===== src/rtl/br_cmp_pkg.sv =====
// Shared types for the branch-compare scheduler: funct3 encodings, FSM states
// and the signedness helper.
package br_cmp_pkg;

  typedef enum logic [2:0] {
    F3_BEQ  = 3'b000,
    F3_BNE  = 3'b001,
    F3_BLT  = 3'b100,
    F3_BGE  = 3'b101,
    F3_BLTU = 3'b110,
    F3_BGEU = 3'b111
  } funct3_e;

  typedef enum logic [1:0] {
    S_IDLE,
    S_CMP,
    S_RESP
  } state_e;

  // Only BLTU/BGEU are unsigned; illegal encodings fall back to signed.
  function automatic logic is_signed(input logic [2:0] f3);
    return !(f3[2] && f3[1]);
  endfunction

endpackage


===== src/rtl/br_cmp_core.sv =====
// Combinational subtract-based compare: less (signed or unsigned) and equal.
module br_cmp_core #(
  parameter int unsigned N = 32
) (
  input  logic [N-1:0] rs1,
  input  logic [N-1:0] rs2,
  input  logic         sgn,
  output logic         less,
  output logic         equal
);

  logic [N:0] sub;
  logic       borrow;

  always_comb begin
    sub    = {1'b0, rs1} - {1'b0, rs2};
    borrow = sub[N];
    equal  = (sub[N-1:0] == '0);
    if (sgn && (rs1[N-1] != rs2[N-1]))
      less = rs1[N-1];
    else
      less = borrow;
  end

endmodule


===== src/rtl/br_cmp_sched.sv =====
// Two-requester scheduler for a shared branch-compare datapath.
// Optional statistics counters are enabled by defining BR_CMP_STATS_EN.
module br_cmp_sched
  import br_cmp_pkg::*;
#(
  parameter int unsigned N       = 32,
  parameter bit          RR_INIT = 1'b0
) (
  input  logic         clk_i,
  input  logic         rst_i,
  input  logic [1:0]   req_valid_i,
  output logic [1:0]   req_ready_o,
  input  logic [2:0]   req0_funct3_i,
  input  logic [N-1:0] req0_rs1_i,
  input  logic [N-1:0] req0_rs2_i,
  input  logic [2:0]   req1_funct3_i,
  input  logic [N-1:0] req1_rs1_i,
  input  logic [N-1:0] req1_rs2_i,
  output logic         resp_valid_o,
  input  logic         resp_ready_i,
  output logic         resp_id_o,
  output logic         resp_taken_o,
  output logic         resp_less_o,
  output logic         resp_equal_o,
  output logic         resp_err_o
`ifdef BR_CMP_STATS_EN
  ,
  output logic [31:0]  stat_total_o,
  output logic [31:0]  stat_taken_o
`endif
);

  state_e         state, state_nxt;
  logic           ptr;
  logic [2:0]     f3;
  logic [N-1:0]   opa, opb;
  logic           id;
  logic [1:0]     grant;
  logic           less, equal, taken, err;

  br_cmp_core #(.N(N)) u_core (
    .rs1   (opa),
    .rs2   (opb),
    .sgn   (is_signed(f3)),
    .less  (less),
    .equal (equal)
  );

  always_comb begin
    grant     = '0;
    state_nxt = state;
    case (state)
      S_IDLE: begin
        // Grant is gated by reset so the accept strobe reads 0 during reset.
        if (!rst_i) begin
          case (req_valid_i)
            2'b01:   grant = 2'b01;
            2'b10:   grant = 2'b10;
            2'b11:   grant = ptr ? 2'b10 : 2'b01;
            default: grant = '0;
          endcase
        end
        if (grant != '0) state_nxt = S_CMP;
      end
      S_CMP:   state_nxt = S_RESP;
      S_RESP:  if (resp_ready_i) state_nxt = S_IDLE;
      default: state_nxt = S_IDLE;
    endcase
  end

  assign req_ready_o = grant;

  always_comb begin
    taken = 1'b0;
    err   = 1'b0;
    case (f3)
      F3_BEQ:           taken = equal;
      F3_BNE:           taken = !equal;
      F3_BLT, F3_BLTU:  taken = less;
      F3_BGE, F3_BGEU:  taken = !less;
      default:          err   = 1'b1;
    endcase
  end

  always_ff @(posedge clk_i) begin
    if (rst_i) begin
      state        <= S_IDLE;
      ptr          <= RR_INIT;
      f3           <= '0;
      opa          <= '0;
      opb          <= '0;
      id           <= 1'b0;
      resp_valid_o <= 1'b0;
      resp_id_o    <= 1'b0;
      resp_taken_o <= 1'b0;
      resp_less_o  <= 1'b0;
      resp_equal_o <= 1'b0;
      resp_err_o   <= 1'b0;
    end else begin
      state <= state_nxt;
      if (grant != '0) begin
        id  <= grant[1];
        f3  <= grant[1] ? req1_funct3_i : req0_funct3_i;
        opa <= grant[1] ? req1_rs1_i    : req0_rs1_i;
        opb <= grant[1] ? req1_rs2_i    : req0_rs2_i;
      end
      if (state == S_CMP) begin
        resp_valid_o <= 1'b1;
        resp_id_o    <= id;
        resp_taken_o <= taken;
        resp_less_o  <= less;
        resp_equal_o <= equal;
        resp_err_o   <= err;
      end
      if (state == S_RESP && resp_ready_i) begin
        resp_valid_o <= 1'b0;
        ptr          <= !resp_id_o;
      end
    end
  end

`ifdef BR_CMP_STATS_EN
  always_ff @(posedge clk_i) begin
    if (rst_i) begin
      stat_total_o <= '0;
      stat_taken_o <= '0;
    end else if (resp_valid_o && resp_ready_i) begin
      stat_total_o <= stat_total_o + 32'd1;
      if (resp_taken_o) stat_taken_o <= stat_taken_o + 32'd1;
    end
  end
`endif

endmodule

===== config.mk =====
export PLATFORM = sky130hd
export DESIGN_NAME = br_cmp_sched
export DESIGN_NICKNAME = d
export VERILOG_FILES = /design/src/rtl/br_cmp_pkg.sv /design/src/rtl/br_cmp_core.sv /design/src/rtl/br_cmp_sched.sv
export SDC_FILE = /design/constraint.sdc
export NUM_CORES = 1
export LEC_CHECK = 0
export ABC_AREA = 1
export CAP_MARGIN = 20
export CORE_MARGIN = 1
export CORE_UTILIZATION = 51
export CTS_CLUSTER_SIZE = 20
export DETAILED_ROUTE_END_ITERATION = 8
export PLACE_DENSITY = 0.93
export SLEW_MARGIN = 20
export SYNTH_ARGS = -nofsm -noshare
export SYNTH_HDL_FRONTEND = slang
export SYNTH_HIERARCHICAL = 1
export SYNTH_SLANG_ARGS = --single-unit

===== constraint.sdc =====
create_clock -name clk_i -period 2.9 [get_ports clk_i]
set_clock_uncertainty 0.05 [all_clocks]
set_input_delay 0.58 -clock clk_i [delete_from_list [all_inputs] [get_ports clk_i]]
set_output_delay 0.58 -clock clk_i [all_outputs]
set_load 0.02 [all_outputs]

Word-level counts from Yosys, hierarchy flattened --
Cells that the tools add are included.
Storage, ports and cells: flip-flop bits (word level) 77, input port bits 139, output and inout bits 8, word-level logic and storage cells 57
Operators by class: $add $sub $neg 1, equality and inequality tests 13, mux-type cells 14, reduce and logical (&&, ||, !) cells 17
Operators by type and width (count):
- $mux 32 | 2
- $sub 32x32->33 | 1
- $logic_not 32->1 | 1
- $eq 3x3->1 const B | 4
- $mux 2 | 6
- $pmux 2 s3 | 2
- $eq 2x2->1 const B | 3
- $reduce_or 2->1 | 3
- $reduce_or 6->1 | 1
- $eq 2x1->1 const B | 2
- $logic_not 1->1 | 4
- $ne 2x2->1 const B | 2
- $pmux 1 s4 | 1
- $reduce_bool 2->1 | 2
- $eq 3x1->1 const B | 1
- $logic_and 1x1->1 | 3
- $logic_not 3->1 | 1
- $mux 3 | 1
- $logic_not 2->1 | 1
- $mux 1 | 2
- $reduce_and 2->1 | 1
- $ne 1x1->1 | 1

Logic depth before layout (Yosys ltp) --
depth after elaboration 7, gate-level depth with buffers 24, gate-level depth less buffers 24

By module --
The synthesis kept the hierarchy.
Modules (own cells, without submodules):
- br_cmp_sched | times used 1, cells an instance 530, area each 3589.7 um^2, sequential area each 1541.5 um^2
- br_cmp_core | times used 1, cells an instance 559, area each 2640.0 um^2, sequential area each 0.0 um^2

Worst setup path before layout --
OpenSTA, ideal clock, no wires.
path type register to register, start register opb[2], end register resp_taken_o, setup time 0.070 ns, data arrival time 2.058 ns, required time 2.780 ns, path slack 0.722 ns, stages on the path, launching flop included 21, path buffers 0, clock period less this slack 2.178 ns, path through dfxtp_1 inv_1 ha_1 or2_1 nand3_2 nand2_2 nand2_2 nand2_2 nand2_1 nand3_1 nand2_1 nand3_1 nor2_1 nand3_1 nor2_1 inv_1 nand2_1 nand3_1 nand2_1 nand2_1 a21oi_1
Between the ends: longest elaborated chain between the ends 4, elaborated cells on any way between the ends 6, those cells by class add/sub (1); mux (2); reduce/logical (3)
RTL lines:
- start, declared | line br_cmp_sched.sv:36 | logic [N-1:0] opa, opb;
- start signal, assigned | line br_cmp_sched.sv:105 | opb <= grant[1] ? req1_rs2_i : req0_rs2_i;
- $sub 32x32->33 (*) | line br_cmp_core.sv:16 | sub = {1'b0, rs1} - {1'b0, rs2};
- $logic_not 32->1 (*) | line br_cmp_core.sv:18 | equal = (sub[N-1:0] == '0);
- via equal | line br_cmp_sched.sv:39 | logic less, equal, taken, err;
- $logic_not 1->1 | line br_cmp_sched.sv:78 | F3_BNE: taken = !equal;
- $pmux 1 s4 (*) | line br_cmp_sched.sv:76 | case (f3)
- end signal, assigned | line br_cmp_sched.sv:110 | resp_taken_o <= taken;
- end, declared | line br_cmp_sched.sv:22 | output logic resp_taken_o,
Mark *: on every way through the listed nets, which the timed path passes. The rest lies on a longest branch. A chain may end at the register's enable or synchronous reset.

Final worst setup path --
start register opb[22], end register resp_taken_o
Same word-level chain as after synthesis.

==> results_dict.tcl <==
set metrics [dict create \
    area.sequential_um2 1541 \
    clk_pin_slew_ps 60 \
    grt_usage 0.2820 \
    maxCapViolations 0 \
    synth_warnings 6 \
    status "finished, final reports clean" \
    port_buffers 146 \
    netlist_instances 1089 \
    num_vias 7316 \
    root_buffer "clkbuf_16" \
    fin_crit_sh 0.9265 \
    postSynthAreaPerCell_um2 5.721 \
    power.share.sequential 0.271 \
    wirelength_mm 18.46 \
    row_count 40 \
    cp-start-kind "register" \
    mostFrequentLayoutCells "361 x nand2_1, 155 x inv_1, 146 x clkdlybuf4s50_1, 133 x nand3_1, 125 x nor2_1" \
    wl_met3_mm 1.503 \
    die_height_um 112.5 \
    intPower_w 0.002776 \
    final-max-slew-violation-count 0 \
    worst_setup_path_end_kind "register" \
    cts_tree "yes" \
    dpl.cell_count 1353 \
    cts_hold_buf 0 \
    synth_top_family_by_area "simple AND/OR/NAND/NOR gates" \
    ys_seq_elements 77 \
    path_max_fanout 5 \
    io_pins 147 \
    synthToLayoutAreaGrowth_pct 30.87 \
    leakage_nw 4.215 \
    dr.max_layer_used "met4" \
    cts.sinks 77 \
    wl_per_cell_um 13.47 \
    synth_area_um2 6230 \
    synth_mux_area_frac 0 \
    pwr-share-clk 0.250 \
    p_per_area_nw_per_um2 571.5 \
    hold_viol_final 0 \
    grt-ovfl-total 0 \
    swShare 0.4042 \
    drt_iter0_markers 595 \
    drt-met1-wl_mm 7.996 \
    worstHoldPathType "reg -> reg" \
    crit_type "reg -> reg" \
    ys_seq_area_frac 0.2474 \
    synth_top_area_share 0.2474 \
    final_cells 1370 \
    synth_area_leaders "dfxtp_1 25%, nand2_1 22%, nand3_1 11%" \
    comb_power_share 0.480 \
    finalWeightedCongestion 0.9320 \
    diodes 0 \
    synth_fp_nets 1260 \
    via_per_inst 5.340 \
    vdd_drop_max_v 0.0003477 \
    worst_pin_slew_ps 728.0 \
    finalSetupViolations 0 \
    cp.arrival_ps 2910 \
    dp_hpwl_mm 13.60 \
    layout.nets 1389 \
    coreArea_um2 11960 \
    fin_ws_ps 213.2 \
    detail-route-antenna-nets 0 \
    multi_input_area_um2 3961 \
    clock_latency_ps 330 \
    required_ps 3120 \
    max_freq_mhz 372.2 \
    synth-simple-area-share 0.4549 \
    synthAdderAreaFrac 0.06427 \
    start_util 0.5208 \
    synth_xor_xnor_area_share 0 \
    yosys.area.top_type "dfxtp_1" \
    reg2reg_setup_slack_ps 210 \
    timing.hold.ws_ps 423.9 \
    final_common_cell "nand2_1" \
    grt_pass1_vias 6391 \
    dp_slack_ps 95.21 \
    met2_length_mm 8.588 \
    numCtsBuffers 9 \
    drive_gt1_frac 0.06950 \
    p_switching_w 0.001883 \
    power_w 0.004659 \
    drt-pass1-iter-count 6 \
    grt_pass1_wl_mm 28.88 \
    cts_max_level 3 \
    cts_buffer_depth 2 \
    die_w_um 112.5 \
    die_area_um2 12660 \
    fill_cells 933 \
    synth_cell_types 34 \
    drc_errors 0 \
    antenna_found_initial 0 \
    grt_max_degree 81 \
    synth-compound-area-share 0.09399 \
    slew_headroom 0.5146 \
    fin_crit_ps 2687 \
]
[per-stage QoR]
step | setup TNS (ps) | utilization | area (um^2)
2_1_floorplan | 0 | - | 6230
3_3_place_gp | 0 | 0.6436 | 7699
3_5_place_dp | 0 | 0.6436 | 7699
4_1_cts | 0 | 0.6698 | 8011
5_1_grt | -30.19 | 0.6816 | 8153
6_report | 0 | 0.6816 | 8153
[power groups by stage]
stage	Combinational, W	Sequential [W]	Clock (W)
floorplan	0.00152	0.00126	0
finish	0.00223	0.00126	0.00116
global route	0.00251	0.00127	0.00122
global placement	0.00205	0.00127	0
CTS	0.00210	0.00125	0.00117
detailed placement	0.00209	0.00127	0
[cells in the mapped netlist, drive strengths merged]
cell    count
and2        2
nand3     136
nand3b      4
or2         1
clkinv      1
o211a       1
a21oi      50
buf        36
nor3        9
inv       160
a211oi      1
o211ai      1
nand4       6
o21a        1
ha         32
a31oi       2
nor2      136
nand2     378
o21bai      4
clkbuf      2
o21ai      48
a31o        1
dfxtp      77
[logic make-up (layout without fill, tap and decap cells)]
family / count (synthesis) / after routing
simple gates: 672 / 672
buf+inv: 199 / 333
compound gates: 109 / 109
flops: 77 / 77
fa+ha+maj: 32 / 32
[layout make-up]
class / instances / area share
well taps: 147 / 0.02256
flip-flops and latches: 77 / 0.1891
clock buffers: 13 / 0.03315
repair buffers: 156 / 0.1900
clock inverters: 3 / 0.005218
multi-input cells: 813 / 0.4859
inverters: 161 / 0.07413
[layer usage]
| layer | up-vias | track usage |
|---|---|---|
| li1 | 3669 | - |
| met1 | 3291 | 0.3907 |
| met2 | 322 | 0.4613 |
| met4 | 0 | 0.08533 |
| met3 | 34 | 0.03078 |
| met5 | - | 0 |
[timing repair]
item / in CTS / in global routing
endpoints found under the setup margin: 0 / 1
resized for setup: 0 / 29
buffers inserted: 0 / 1
[flip-flops by register name (all words and copies together) (netlist names)]
signal	flops
f3	3
id	1
opa	32
opb	32
ptr	1
resp_equal_o	1
resp_err_o	1
resp_id_o	1
resp_less_o	1
resp_taken_o	1
resp_valid_o	1
state	2
[path summary, 6_finish.rpt]
kind | startpoint | end | depth (start not counted)
setup / recovery | opb[22]$_SDFFE_PP0P_ | resp_taken_o$_SDFFE_PP0N_ | 19
hold reg to reg | opb[31]$_SDFFE_PP0P_ | opb[31]$_SDFFE_PP0P_ | 2
hold / removal | opb[31]$_SDFFE_PP0P_ | opb[31]$_SDFFE_PP0P_ | 2
setup reg to reg | opb[22]$_SDFFE_PP0P_ | resp_taken_o$_SDFFE_PP0N_ | 19
[critical path, cell delays in order, from the launching register on]
cell,delay (ps)
dfxtp_1,380
inv_1,60
ha_1,370
nand2_1,110
nand2_1,100
o21bai_1,200
a21oi_1,150
and2_0,160
nand2_1,50
nand2_1,50
nand3_1,100
nor2_1,120
nand3_1,120
nor2_4,170
inv_1,70
nand2_1,60
nand3_1,60
nand2_1,60
nand2_1,50
a21oi_2,120
No activity file was read; power rests on OpenSTA's default activity.
